## config.mk

```make
export PLATFORM = sky130hd
export DESIGN_NAME = round_div_arbiter
export DESIGN_NICKNAME = d
export VERILOG_FILES = /design/src/rtl/round_div_arbiter.sv
export SDC_FILE = /design/constraint.sdc
export NUM_CORES = 1
export LEC_CHECK = 0
export CELL_PAD_IN_SITES_DETAIL_PLACEMENT = 0
export CELL_PAD_IN_SITES_GLOBAL_PLACEMENT = 1
export CORE_MARGIN = 2
export CORE_UTILIZATION = 29
export DETAILED_ROUTE_END_ITERATION = 6
export GPL_TIMING_DRIVEN = 0
export PLACE_DENSITY = 0.77
export SLEW_MARGIN = 20
export SYNTH_ARGS = -nofsm -noshare
export SYNTH_HDL_FRONTEND = slang
export SYNTH_SLANG_ARGS = --single-unit
export TNS_END_PERCENT = 50
```

## constraint.sdc

```tcl
create_clock -name clk -period 5.5 [get_ports clk]
set_clock_uncertainty 0.2 [all_clocks]
set_input_delay 1.65 -clock clk [delete_from_list [all_inputs] [get_ports clk]]
set_output_delay 1.65 -clock clk [all_outputs]
set_load 0.05 [all_outputs]
```

## src/rtl/round_div_arbiter.sv

```systemverilog
// round_div_arbiter: round-robin shared rounding divider (x / 2**DIV_LOG2,
// round half up, saturate on overflow) feeding one registered output stage.
//
// Ports:
//   clk, resetn          clock, asynchronous active-low reset
//   req_valid[NREQ]      per-requester operand valid
//   req_data             packed operands, requester i at [i*IN_WIDTH +: IN_WIDTH]
//   req_ready[NREQ]      combinational one-hot grant (zero when stage busy)
//   out_valid/out_ready  result handshake
//   out_data             rounded quotient
//   out_id               requester index that produced out_data
//   out_sat              round-up was suppressed by overflow
//   sat_cnt              saturating count of saturated results accepted downstream
module round_div_arbiter #(
  parameter  int unsigned NREQ      = 4,
  parameter  int unsigned DIV_LOG2  = 3,
  parameter  int unsigned OUT_WIDTH = 32,
  parameter  int unsigned CNT_W     = 16,
  localparam int unsigned IN_WIDTH  = OUT_WIDTH + DIV_LOG2,
  localparam int unsigned ID_W      = $clog2(NREQ)
) (
  input  logic                     clk,
  input  logic                     resetn,
  input  logic [NREQ-1:0]          req_valid,
  input  logic [NREQ*IN_WIDTH-1:0] req_data,
  output logic [NREQ-1:0]          req_ready,
  output logic                     out_valid,
  input  logic                     out_ready,
  output logic [OUT_WIDTH-1:0]     out_data,
  output logic [ID_W-1:0]          out_id,
  output logic                     out_sat,
  output logic [CNT_W-1:0]         sat_cnt
);

  logic [ID_W-1:0]      r_ptr;
  logic                 w_stage_free;
  logic                 w_gnt_any;
  logic [ID_W-1:0]      w_gnt_idx;
  logic [ID_W-1:0]      w_idx;
  logic [IN_WIDTH-1:0]  w_d;
  logic [OUT_WIDTH-1:0] w_q;
  logic [OUT_WIDTH:0]   w_t;
  logic [OUT_WIDTH-1:0] w_res;
  logic                 w_sat;
  logic [ID_W-1:0]      w_ptr_nxt;

  // Grants are suppressed during reset so no handshake can be lost.
  assign w_stage_free = resetn && (!out_valid || out_ready);

  // First valid requester at or after the pointer, wrapping modulo NREQ.
  always_comb begin
    w_gnt_any = 1'b0;
    w_gnt_idx = '0;
    w_idx     = '0;
    req_ready = '0;
    for (int unsigned k = 0; k < NREQ; k++) begin
      w_idx = ID_W'((32'(r_ptr) + k) % NREQ);
      if (!w_gnt_any && req_valid[w_idx]) begin
        w_gnt_any = 1'b1;
        w_gnt_idx = w_idx;
      end
    end
    if (w_stage_free && w_gnt_any) begin
      req_ready[w_gnt_idx] = 1'b1;
    end
  end

  // Rounding divide of the granted operand; overflow keeps the truncated quotient.
  always_comb begin
    w_d   = req_data[32'(w_gnt_idx) * IN_WIDTH +: IN_WIDTH];
    w_q   = w_d[IN_WIDTH-1:DIV_LOG2];
    w_t   = {1'b0, w_q} + (OUT_WIDTH+1)'(w_d[DIV_LOG2-1]);
    w_sat = w_t[OUT_WIDTH];
    w_res = w_sat ? w_q : w_t[OUT_WIDTH-1:0];
  end

  assign w_ptr_nxt = (w_gnt_idx == ID_W'(NREQ - 1)) ? '0 : w_gnt_idx + ID_W'(1);

  // Round-robin pointer moves past the winner only on an actual grant.
  always_ff @(posedge clk or negedge resetn) begin
    if (!resetn) begin
      r_ptr <= '0;
    end else if (w_stage_free && w_gnt_any) begin
      r_ptr <= w_ptr_nxt;
    end
  end

  // Output stage: load on grant, drain on accept, otherwise hold.
  always_ff @(posedge clk or negedge resetn) begin
    if (!resetn) begin
      out_valid <= 1'b0;
      out_data  <= '0;
      out_id    <= '0;
      out_sat   <= 1'b0;
    end else if (w_stage_free && w_gnt_any) begin
      out_valid <= 1'b1;
      out_data  <= w_res;
      out_id    <= w_gnt_idx;
      out_sat   <= w_sat;
    end else if (out_ready) begin
      out_valid <= 1'b0;
    end
  end

  // Saturation event counter, sticks at all ones.
  always_ff @(posedge clk or negedge resetn) begin
    if (!resetn) begin
      sat_cnt <= '0;
    end else if (out_valid && out_ready && out_sat && (sat_cnt != '1)) begin
      sat_cnt <= sat_cnt + CNT_W'(1);
    end
  end

endmodule

```

---- After elaboration in Yosys (flattened, before gate mapping) ----
Cells that the tools add are included.
operators by class
  $add $sub $neg .......................... 6
  multipliers ............................. 1
  $lt $le $gt $ge ......................... 6
  eq/ne operators ......................... 2
  shift operators ......................... 1
  multiplexer cells ....................... 23
  reductions and logical operators ........ 15
operators with widths
  kind                                                               number
  variable part select 140 x 9 -> 35 bit                             1
  adder 32 x 1 -> 33 bit                                             1
  2-to-1 mux 32 bit                                                  1
  adder 16 x 1 -> 16 bit, second input constant                      1
  != test 16 bit, second input constant                              1
  < comparator 2 x 3 -> 1 bit, second input constant                 5
  2-to-1 mux 1 bit                                                   11
  2-to-1 mux 2 bit                                                   5
  logical AND 1 bit                                                  9
  binary-select mux 1 bit (select 2 bit)                             4
  multiplier 2 x 6 -> 8 bit, second input constant                   1
  adder 2 x 1 -> 2 bit, second input constant                        2
  adder 2 bit, second input constant                                 2
  zero test 1 bit                                                    4
  2-to-1 mux 4 bit                                                   1
  demux 1 bit (select 2 bit)                                         1
  equality test 2 bit, second input constant                         1
  greater-or-equal comparator 2 x 1 -> 1 bit, second input constant  1
  nonzero test 2 bit                                                 1
  logical OR 1 bit                                                   1
word-level totals
  flip-flop bits (word level) ............. 54
  input bits .............................. 147
  output and inout bits ................... 56
  word-level logic and storage cells ...... 60

---- Depth between registers and ports, before layout ----
Gate-level depths: netlist (run 1).
  depth in word-level cells ............... 17
  depth in mapped cells ................... 20
  gate-level depth less buffers ........... 16

---- Least setup slack after synthesis (run 1) ----
OpenSTA, ideal clock, no wires.
  path type ............................... input to register
  from .................................... input req_valid[3]
  to ...................................... register out_data[27]
  setup time .............................. 124 ps
  arrival time ............................ 5060 ps
  data required time ...................... 5176 ps
  path slack .............................. 116 ps
  cell stages on the path ................. 20
  path buffers ............................ 4
  path through ............................ and4b_1 -> a21o_4 -> nor2_4 -> inv_2 -> buf_6 -> buf_2 -> buf_2 -> nand2_1 -> and3_1 -> a31oi_1 -> ha_1 -> inv_1 -> a211oi_1 -> o211ai_1 -> nor4_1 -> nand4_1 -> buf_2 -> nor2_1 -> a21oi_1 -> o31a_1
on the way
  word-level cells in the longest chain between the ends .. 16
  elaborated cells on any way between the ends .. 27
  those cells by class .................... add/sub (1); mul (1); shift (1); mux (17); reduce/logical (7)
RTL lines
  what                                    RTL line  RTL
  start: declaration                      24        input logic [NREQ-1:0] req_valid,
  binary-select mux 1 bit (select 2 bit)  58        if (!w_gnt_any && req_valid[w_idx]) begin
  2-to-1 mux 1 bit (not written as such)  58
  2-to-1 mux 1 bit                        58
  zero test 1 bit                         58
  logical AND 1 bit                       58
  2-to-1 mux 1 bit                        58
  zero test 1 bit                         58
  logical AND 1 bit                       58
  2-to-1 mux 1 bit                        58
  zero test 1 bit                         58
  logical AND 1 bit                       58
  2-to-1 mux 2 bit                        58
  multiplier 2 x 6 -> 8 bit               70        w_d = req_data[32'(w_gnt_idx) * IN_WIDTH +: IN_WIDTH];
  variable part select 140 x 9 -> 35 bit  70
  adder 32 x 1 -> 33 bit                  72        w_t = {1'b0, w_q} + (OUT_WIDTH+1)'(w_d[DIV_LOG2-1]);
  2-to-1 mux 32 bit                       74        w_res = w_sat ? w_q : w_t[OUT_WIDTH-1:0];
  end signal: assignment                  97        out_data <= w_res;
  end: declaration                        29        output logic [OUT_WIDTH-1:0] out_data,
Parallel ways exist; a longest one is shown, timed or not. The select of a mux whose other input is x is not followed.
A chain may end at the register's enable or synchronous reset.

---- Worst setup path in the final report (run 1) ----
  from .................................... input req_valid[2]
  to ...................................... output req_ready[1]
on the way
  word-level cells in the longest chain between the ends .. 17
  elaborated cells on any way between the ends .. 29
  those cells by class .................... order compare (2); mux (19); reduce/logical (8)
RTL lines
  what                                                                                                                    RTL line  RTL
  binary-select mux 1 bit (select 2 bit)                                                                                  58
  2-to-1 mux 1 bit (not written as such)                                                                                  58
  2-to-1 mux 1 bit                                                                                                        58
  zero test 1 bit                                                                                                         58
  logical AND 1 bit                                                                                                       58
  2-to-1 mux 1 bit                                                                                                        58
  zero test 1 bit                                                                                                         58
  logical AND 1 bit                                                                                                       58
  [... 2 more ...]                                                                                                        --
  logical AND 1 bit                                                                                                       58
  2-to-1 mux 2 bit (*)                                                                                                    58
  named net w_gnt_idx[0]                                                                                                  38        logic [ID_W-1:0] w_gnt_idx;
  < comparator 2 x 3 -> 1 bit (not written as such) / greater-or-equal comparator 2 x 1 -> 1 bit (equally long branches)  64        req_ready[w_gnt_idx] = 1'b1;
  logical AND 1 bit (not written as such)                                                                                 64
  2-to-1 mux 1 bit (not written as such)                                                                                  64
  demux 1 bit (select 2 bit) (*)                                                                                          64
  2-to-1 mux 4 bit (*)                                                                                                    63        if (w_stage_free && w_gnt_any) begin
  end: declaration                                                                                                        26        output logic [NREQ-1:0] req_ready,
The timed path passes the listed nets; every way through them passes the cells marked *. The select of a mux whose other input is x is not followed.

==> flow_metrics.py, run 1 <==
metrics = {
    "yosys": {
        "synth_nets": 706,
        "syn_area_sq_mm": 0.004379,
        "ys_async_sr_fraction": 1.000,
        "yosysTopAreaCell": "dfrtp_1",
        "synth_edf_count": 0,
        "synth_seq_cells": 54,
        "synth.area.top_cells": "dfrtp_1, nand2_1, nand3_1",
        "syn_inst": 552,
        "avgSynthCellArea_sq_um": 7.933,
        "synth_cell_types": 57,
        "synth_seq_area_share": 0.3086,
        "yosys_most_used_dff": "dfrtp_1",
        "yosys_warnings": 0,
        "synth_top_area_frac": 0.3086,
    },
    "clocking": {
        "htree_levels": 2,
        "clk_latency_ns": 0.28,
        "ctsHoldBuffers": 0,
        "clock_sinks": 54,
        "cts_tree": "built",
        "numCtsBuffers": 5,
        "clkTransAtPathRegs_ns": 0.06,
        "clockBufferDepth": 2,
        "root_buffer": "clkbuf_16",
    },
    "power": {
        "clockPowerShare": 0.126,
        "p_sw_mw": 1.390,
        "combPwrFrac": 0.669,
        "p_leak_nw": 2.817,
        "powerDensity_mw_per_mm2": 406.5,
        "intPower_mw": 1.434,
        "switching_share": 0.4921,
        "peakVddDrop_mv": 0.1621,
        "seqPwrFrac": 0.205,
    },
    "global_routing": {
        "grt-ovfl-total": 0,
        "grt_pass1_vias": 4965,
        "antenna_found_initial": 0,
        "track_usage": 0.2037,
        "grt_pass1_wl_mm": 26.33,
        "grt_max_degree": 56,
    },
    "drt": {
        "drtAntennaViolNets": 0,
        "num_vias": 4957,
        "dr.pass1.iters": 4,
        "vias_per_cell": 5.240,
        "drt-wirelength-per-cell_microns": 17.88,
        "drt_iter0_drc": 260,
        "wl_mm": 16.91,
        "drcViolationCount": 0,
    },
    "timing": {
        "post-route-min-period_ns": 5.403,
        "tightest_slew_ns": 0.6222,
        "min_period_over_period": 0.9824,
        "holdWs_ns": 0.2819,
        "rsz0062_at_grt": "true",
        "finalHoldViolations": 0,
        "finalSetupViolations": 0,
        "slew-limit-headroom": 0.5798,
        "fmax_mhz": 185.1,
        "fin_ws_ns": 0.09681,
        "slew_violations": 0,
    },
    "setup_path": {
        "worstSetupPathType": "in -> out",
        "cp-end-kind": "output pin",
        "worstSetupStartpointType": "input port",
        "crit_fanout": 11,
        "required_ns": 3.65,
        "arrival_ns": 3.55,
    },
    "cells_and_area": {
        "final_nets": 916,
        "layout_common_cells": "clkdlybuf4s50_1, nand2_1, dfrtp_1",
        "multi_input_area_sq_mm": 0.002923,
        "final_cells": 946,
        "layout_commonest_cell": "clkdlybuf4s50_1",
        "num_antenna_cells": 0,
        "drive_gt1_frac": 0.1129,
        "final_util": 0.4744,
        "syn2layout_area_growth_pct": 58.63,
        "seq_area_sq_mm": 0.001351,
        "fillers": 1420,
    },
    "floorplanning": {
        "die_x_microns": 126.9,
        "core_area_sq_mm": 0.01464,
        "ios": 203,
        "rows": 44,
        "initial_core_util": 0.2990,
        "die_y_microns": 126.9,
        "die-area_sq_mm": 0.01610,
    },
    "place": {
        "gp_congestion": 0.8933,
        "place_inst": 930,
        "post-dp-hpwl_mm": 14.03,
        "dpl_worst_slack_ns": -1.752,
        "portBuffers": 194,
    },
    "flow_run": {
        "cap_violations": 0,
    },
    "worst_hold_path": {
        "hp-class": "reg -> reg",
    },
    "run_status": {
        "status": "complete, no violations",
    },
}
what timing repair did:
action                     CTS  global route
resized for setup           62            12
setup buffers                8             3
setup endpoints to repair   37            36
pin swaps                    5             7
gates cloned                 0             0
routing by layer:
layer,global-route usage,part of all wire,vias to the layer above
met1,0.2866,0.46,2307
met4,0.03620,0.012,0
li1,-,-,2426
met5,0,0,-
met2,0.3305,0.45,206
met3,0.03796,0.078,18
critical path, cell delays in order:
cell and delay, ns:
clkdlybuf4s15_2 0.25, nand2b_1 0.07, a21o_1 0.18, and3_4 0.19, buf_6 0.13, buf_4 0.17, clkbuf_4 0.20, buf_6 0.19
ha_1 0.19, and2_1 0.13, clkbuf_4 0.20
final cells by class:
cell class	instances	area share
clock inverters	1	0.004323
plain buffers	38	0.03422
repair buffers	205	0.2887
inverters	7	0.004323
clock buffers	6	0.01999
well taps	184	0.03314
flip-flops and latches	54	0.1945
multi-input cells	451	0.4207
synth_stat cells, drive strengths merged (8+ instances only):
| library cell | number |
|---|---|
| mux2i | 9 |
| buf | 17 |
| xnor2 | 26 |
| a211oi | 23 |
| xor2 | 13 |
| nor3 | 8 |
| clkbuf | 23 |
| nor2 | 28 |
| a31o | 10 |
| nand2 | 88 |
| o211ai | 9 |
| dfrtp | 54 |
| nand3 | 51 |
| nand4 | 9 |
| o21ai | 60 |
| and3 | 36 |
path summary, 6_finish.rpt:
| kind | depth (start not counted) | slack [ns] | to | startpoint |
|---|---|---|---|---|
| setup / recovery | 11 | 0.1 | req_ready[1] | req_valid[2] |
| hold / removal | 2 | 0.28 | out_data[11]$_DFFE_PN0P_ | out_data[11]$_DFFE_PN0P_ |
| setup reg to reg | 20 | 1.17 | out_data[23]$_DFFE_PN0P_ | r_ptr[1]$_DFFE_PN0P_ |
| hold reg to reg | 2 | 0.28 | out_data[11]$_DFFE_PN0P_ | out_data[11]$_DFFE_PN0P_ |
| max in group asynchronous | 1 | 3.64 | out_data[17]$_DFFE_PN0P_ | resetn |
| min in group asynchronous | 1 | 1.11 | out_data[28]$_DFFE_PN0P_ | resetn |
power groups by stage:
stage               registers (mW)  clock network, mW  logic (mW)
finish                       0.580              0.356        1.89
global route                 0.595              0.379        2.02
CTS                          0.582              0.362        1.85
detailed placement           0.587                  0        1.78
global placement             0.583                  0        1.77
floorplan                    0.924                  0       0.802
kinds of logic after synthesis:
group,count (synthesis),share of synthesized area
mux,15,0.03600
simple gates,260,0.3109
xor+xnor,39,0.07800
flops,54,0.3086
buf+inv,47,0.04942
compound gates,130,0.1971
fa+ha+maj,7,0.02000
sequential cells by signal, summed over array words and instances, names as in the netlist:
register	cells
out_sat	1
out_valid	1
sat_cnt	16
r_ptr	2
out_id	2
out_data	32
metrics by stage:
stage	setup TNS [ns]	total power, mW	area (sq um)
2_1_floorplan	0	1.726	4379
3_3_place_gp	-58.77	2.351	6551
3_5_place_dp	-51.43	2.364	6549
4_1_cts	0	2.795	6888
5_1_grt	-0.08943	2.992	6947
6_report	0	2.824	6947
Note: power is estimated with default switching activity, not from simulation.
==> run 2, diff against run 1 <==
Settings changed: ABC_AREA set to 1, CORE_ASPECT_RATIO set to 1.75, CORE_UTILIZATION 29 to 31, GPL_ROUTABILITY_DRIVEN set to 0, PLACE_DENSITY 0.77 to 0.79.
==> run 2 against run 1 <==
Net effect:
- first-iteration DRC count grew 22%
- register-to-register slack gained 0.25 ns
- die area rose by 25%
- via count is 43% higher
- fmax increased by 6.0%
- cell count grew 55%
- global-route usage up 2.8 points
- core utilization decreased by 1.1 points
- non-clock buffer count up 12
- largest cell class unchanged
- highest routed layer unchanged
==> flow_metrics.py, run 2 <==
metrics = {
    "clocking": {
        "clkTransAtPathRegs_ns": 0.07,
        "clockBufferDepth": 2,
        "htree_levels": 2,
        "ctsHoldBuffers": 0,
        "clock_sinks": 54,
        "cts_tree": "built",
        "clk_latency_ns": 0.30,
        "root_buffer": "clkbuf_16",
        "numCtsBuffers": 5,
    },
    "global_routing": {
        "grt-ovfl-total": 0,
        "antenna_found_initial": 1,
        "grt_max_degree": 56,
        "grt_pass1_wl_mm": 36.34,
        "track_usage": 0.2313,
        "grt_pass1_vias": 7036,
    },
    "yosys": {
        "synth_compound_area_frac": 0.02763,
        "yosys.area_share.simple": 0.5337,
        "synth_seq_cells": 54,
        "yosys_warnings": 0,
        "synth_top_area_frac": 0.2397,
        "syn_inst": 1013,
        "avgSynthCellArea_sq_um": 5.811,
        "yosysMostFrequentCell": "nand2_1",
        "synth_top_family_by_area": "simple AND/OR/NAND/NOR gates",
        "synth-adder-area-share": 0.01488,
        "ys_async_sr_fraction": 1.000,
        "synth_commonest_cells": "nand2_1, inv_1, nand3_1, nand4_1, nor2_1",
        "synthXorXnorAreaFrac": 0.03124,
        "synth_edf_count": 0,
        "yosysTopAreaCell": "nand2_1",
        "synth_mux_area_frac": 0,
        "synth_seq_area_share": 0.2295,
        "synth_nets": 1167,
        "synth.area.top_cells": "nand2_1, dfrtp_1, nand3_1",
        "synth_cell_types": 35,
        "yosys_most_used_dff": "dfrtp_1",
        "syn_area_sq_mm": 0.005887,
    },
    "drt": {
        "drt-wirelength-per-cell_microns": 15.85,
        "drt_iter0_drc": 316,
        "num_vias": 7068,
        "vias_per_cell": 4.821,
        "drtAntennaViolNets": 0,
        "dr.pass1.iters": 5,
        "drcViolationCount": 0,
        "wl_mm": 23.23,
    },
    "floorplanning": {
        "initial_core_util": 0.3168,
        "die_x_microns": 108.2,
        "die_y_microns": 186.3,
        "ios": 203,
        "rows": 66,
        "core_area_sq_mm": 0.01858,
        "die-area_sq_mm": 0.02015,
    },
    "timing": {
        "rsz0062_at_grt": "false",
        "finalHoldViolations": 0,
        "min_period_over_period": 0.9272,
        "post-route-min-period_ns": 5.099,
        "finalSetupViolations": 0,
        "slew-limit-headroom": 0.5203,
        "holdWs_ns": 0.2772,
        "slew_violations": 0,
        "fmax_mhz": 196.1,
        "tightest_slew_ns": 0.7195,
    },
    "cells_and_area": {
        "drive_gt1_frac": 0.1084,
        "regMostFlops": "out_data",
        "final_nets": 1380,
        "largest_reg_flops": 32,
        "layout_common_cells": "nand2_1, clkdlybuf4s50_1, inv_1",
        "fillers": 2063,
        "reg.largest.list": "out_data: 32 flops, sat_cnt: 16 flops",
        "finalInstanceArea_sq_mm": 0.008618,
        "syn2layout_area_growth_pct": 46.40,
        "layout_commonest_cell": "nand2_1",
    },
    "worst_hold_path": {
        "min_to": "out_data[20]$_DFFE_PN0P_",
        "whs_path_depth": 2,
        "hp-class": "reg -> reg",
        "hp-start": "out_data[20]$_DFFE_PN0P_",
    },
    "setup_path": {
        "cp-end-kind": "output pin",
        "cp_top_family": "simple AND/OR/NAND/NOR gates",
        "rrSetupSlack_ns": 1.42,
        "worstSetupPathType": "in -> out",
        "crit_fanout": 15,
        "slowest_stage": "nor2_4",
        "reg2reg_depth": 24,
        "required_ns": 3.65,
        "cp.buffers_inverters": 6,
        "rr_startpoint": "r_ptr[1]$_DFFE_PN0P_",
        "path_cells": "dlymetal6s2s_1, inv_2, nand2_2, nand3_4, nand2_4, nor2_4, nand3_2, nand3_2, nand2_4, buf_12, buf_12, ha_1, inv_1, nor2_2, buf_6",
        "timing.rr.end": "out_data[13]$_DFFE_PN0P_",
        "arrival_ns": 3.25,
        "worstSetupStartpointType": "input port",
        "max_stage_delay_ns": 0.18,
    },
    "run_status": {
        "status": "complete, no violations",
    },
    "place": {
        "portBuffers": 194,
        "post-dp-hpwl_mm": 19.68,
        "dpl-instance-area_sq_mm": 0.008129,
    },
    "flow_run": {
        "cap_violations": 0,
    },
}
==> run 2: cell types whose count changed after synthesis, moves of 13 or more <==
cell	change
nor2_1	+45
nand4_1	+62
o21ai_1	-25
a211oi_1	-23
clkbuf_1	-17
and3_1	-35
o21ai_0	-13
nand2_2	+18
inv_1	+149
xnor2_1	-21
nand2_1	+288
nand3_1	+78
==> run 2: worst max-delay path by stage <==
stage	from	end	slack, ns	cells after the start
detailed placement	req_valid[3]	req_ready[1]	-1.20	16
floorplan	req_valid[3]	req_ready[2]	-0.05	15
global placement	resetn	req_ready[3]	-2.58	5
global route	req_valid[2]	req_ready[1]	0.28	15
finish	req_valid[2]	req_ready[1]	0.40	15
CTS	req_valid[3]	req_ready[0]	0.0005	15
==> run 2: tightest hold or removal path, cell delays in order, from the launching register on <==
cell and delay (ns):
dfrtp_1 0.34, nand2_1 0.05, nand2_1 0.05
==> run 2: metal layers <==
metal | routed length (microns) | up-vias | track usage | part of all wire
met4 | 948 | 0 | 0.1006 | 0.041
met5 | 0 | - | 0 | 0
met2 | 12600 | 236 | 0.4373 | 0.54
met1 | 8789 | 3174 | 0.2585 | 0.38
li1 | - | 3604 | - | -
met3 | 895 | 54 | 0.01397 | 0.039
==> run 2: kinds of logic (layout without fill, tap and decap cells) <==
kind of cell	after synthesis	after routing
simple gates	691	691
buf+inv	209	423
flops	54	54
compound gates	31	31
xor+xnor	21	21
fa+ha+maj	7	7
other cells	0	1
==> run 2: cell type report <==
cell class	instances	area, sq um	share of cell area
Antenna cell	1	2.502	0.0002904
Buffer	42	345.3	0.04007
Clock buffer	5	125.1	0.01452
Clock inverter	3	47.55	0.005517
Inverter	160	614.3	0.07128
Multi-Input combinational cell	750	3654	0.4239
Sequential cell	54	1351	0.1568
Tap cell	238	297.8	0.03455
Timing Repair Buffer	213	2181	0.2530
==> run 2: what timing repair did <==
item	CTS	global route
gates resized for setup	41	25
setup buffers	5	11
endpoints found under the setup margin	27	4
gates cloned	3	0
pin swaps	4	7
==> run 2: through the flow <==
stage	TNS (ns)	std cells	util	setup WS, ns
after global placement	-24.97	1445	0.4376	-2.585
final	0	1466	0.4638	0.4005
after CTS	0	1454	0.4553	0.0004676
after global routing	0	1466	0.4638	0.2841
after detailed placement	-16.54	1445	0.4375	-1.199
after floorplan	-0.09295	1013	-	-0.04647
Power of run 2 is not shown: default switching activity piles up to over one toggle a cycle in this logic, so the estimate is an artifact.
==> run 3, diff against run 2 <==
Settings changed: CORE_UTILIZATION 31 to 33, PLACE_DENSITY 0.79 to 0.83.
Clock period 5.5 ns to 5.9 ns, I/O delays scaled along.
==> run 3 against run 2 <==
Net effect:
- sequential share of layout area is 0.42 points higher
- register-to-register slack better by 0.58 ns
- via count is 0.82% lower
- critical path type unchanged
- final area is 2.6% lower
- die area is 5.9% lower
- highest routed layer unchanged
- wire length is 1.4% lower
==> flow_metrics.py, run 3 (synthesized netlist as in run 2, its figures left out) <==
metrics = {
    "floorplanning": {
        "die_x_microns": 105.0,
        "ios": 203,
        "core_area_sq_mm": 0.01746,
        "die_y_microns": 180.7,
        "rows": 64,
        "initial_core_util": 0.3372,
        "die-area_sq_mm": 0.01897,
    },
    "worst_hold_path": {
        "hp-class": "reg -> reg",
        "whs_path_depth": 2,
    },
    "global_routing": {
        "grt_pass1_wl_mm": 36.06,
        "track_usage": 0.2390,
        "grt-ovfl-total": 0,
        "grt_max_degree": 56,
        "antenna_found_initial": 2,
        "grt_pass1_vias": 7058,
    },
    "cells_and_area": {
        "final_util": 0.4809,
        "layout_commonest_cell": "nand2_1",
        "largest_reg_flops": 32,
        "syn2layout_area_growth_pct": 42.61,
        "layout_common_cells": "nand2_1, clkdlybuf4s50_1, inv_1",
        "finalInstanceArea_sq_mm": 0.008396,
        "fillers": 1957,
        "reg.largest.list": "out_data: 32 flops, sat_cnt: 16 flops",
        "regMostFlops": "out_data",
        "final_nets": 1368,
        "drive_gt1_frac": 0.08560,
    },
    "clocking": {
        "clock_sinks": 54,
        "clkTransAtPathRegs_ns": 0.07,
        "clk_latency_ns": 0.30,
        "htree_levels": 2,
        "cts_tree": "built",
        "numCtsBuffers": 5,
        "root_buffer": "clkbuf_16",
        "clockBufferDepth": 2,
    },
    "drt": {
        "drtAntennaViolNets": 0,
        "vias_per_cell": 4.841,
        "drt_iter0_drc": 262,
        "drcViolationCount": 0,
        "dr.pass1.iters": 5,
        "drt-wirelength-per-cell_microns": 15.82,
        "num_vias": 7010,
        "wl_mm": 22.90,
    },
    "timing": {
        "finalSetupViolations": 0,
        "slew_violations": 0,
        "post-route-min-period_ns": 5.749,
        "finalHoldViolations": 0,
        "fmax_mhz": 174.0,
        "tightest_slew_ns": 0.7108,
        "min_period_over_period": 0.9744,
        "slew-limit-headroom": 0.5261,
        "rsz0062_at_grt": "true",
    },
    "place": {
        "post-dp-hpwl_mm": 19.50,
        "portBuffers": 194,
        "dpl-instance-area_sq_mm": 0.008115,
    },
    "run_status": {
        "status": "complete, no violations",
    },
    "setup_path": {
        "crit_fanout": 15,
        "reg2reg_depth": 23,
        "arrival_ns": 3.78,
        "worstSetupStartpointType": "input port",
        "required_ns": 3.93,
        "worstSetupPathType": "in -> out",
        "cp-end-kind": "output pin",
    },
    "flow_run": {
        "cap_violations": 0,
    },
}
-- run 3: path summary, 6_finish.rpt --
check                                    startpoint                        to  slack (ns)
max in group asynchronous                    resetn   out_data[7]$_DFFE_PN0P_        3.70
min                        out_data[19]$_DFFE_PN0P_  out_data[19]$_DFFE_PN0P_        0.28
min reg2reg                out_data[19]$_DFFE_PN0P_  out_data[19]$_DFFE_PN0P_        0.28
max reg2reg                    r_ptr[1]$_DFFE_PN0P_  out_data[26]$_DFFE_PN0P_        2.00
max                                    req_valid[3]              req_ready[1]        0.15
min in group asynchronous                    resetn     out_id[1]$_DFFE_PN0P_        1.31
-- run 3: routing by layer --
metal  global-route usage  vias up  share of wire
met2               0.4582      225           0.54
met4               0.1189        0          0.046
met5                    0        -              0
met3              0.01881       54          0.041
met1               0.2569     3151           0.38
li1                     -     3580              -
-- run 3: worst max-delay path, stage by stage --
cell	delay, ns
clkdlybuf4s50_1	0.48
inv_1	0.05
nand2_1	0.08
nand3_1	0.09
nand2_1	0.09
inv_1	0.09
nand3_1	0.11
nand3_2	0.09
nand2_4	0.14
buf_12	0.15
buf_12	0.14
ha_1	0.14
inv_1	0.04
nor2_1	0.12
buf_6	0.18
-- run 3: timing repair --
| item | CTS | global route |
|---|---|---|
| buffers inserted | 0 | 4 |
| hold buffers | 0 | 0 |
| pin swaps | 0 | 4 |
| gates cloned | 0 | 3 |
| resized for setup | 32 | 11 |
| setup endpoints to repair | 4 | 4 |
-- run 3: metrics by stage --
stage | hold slack (ns) | instances | setup WS [ns] | setup TNS, ns
2_1_floorplan | 0.4666 | 1013 | 0.07117 | 0
3_3_place_gp | 0.2641 | 1438 | -2.402 | -13.36
3_5_place_dp | 0.2659 | 1438 | -1.019 | -6.677
4_1_cts | 0.2832 | 1440 | 0.001437 | 0
5_1_grt | 0.3083 | 1448 | -0.03036 | -0.07121
6_report | 0.2827 | 1448 | 0.1512 | 0
-- run 3: cell type report --
cell class,count,area [sq um],share of cell area
Clock buffer,5,125.1,0.01490
Antenna cell,2,5.005,0.0005961
Clock inverter,3,40.04,0.004769
Timing Repair Buffer,201,2046,0.2437
Sequential cell,54,1351,0.1610
Multi-Input combinational cell,750,3593,0.4280
Inverter,160,611.8,0.07288
Buffer,42,334.1,0.03979
Tap cell,231,289.0,0.03443
Power of run 3 is left out for the same reason.
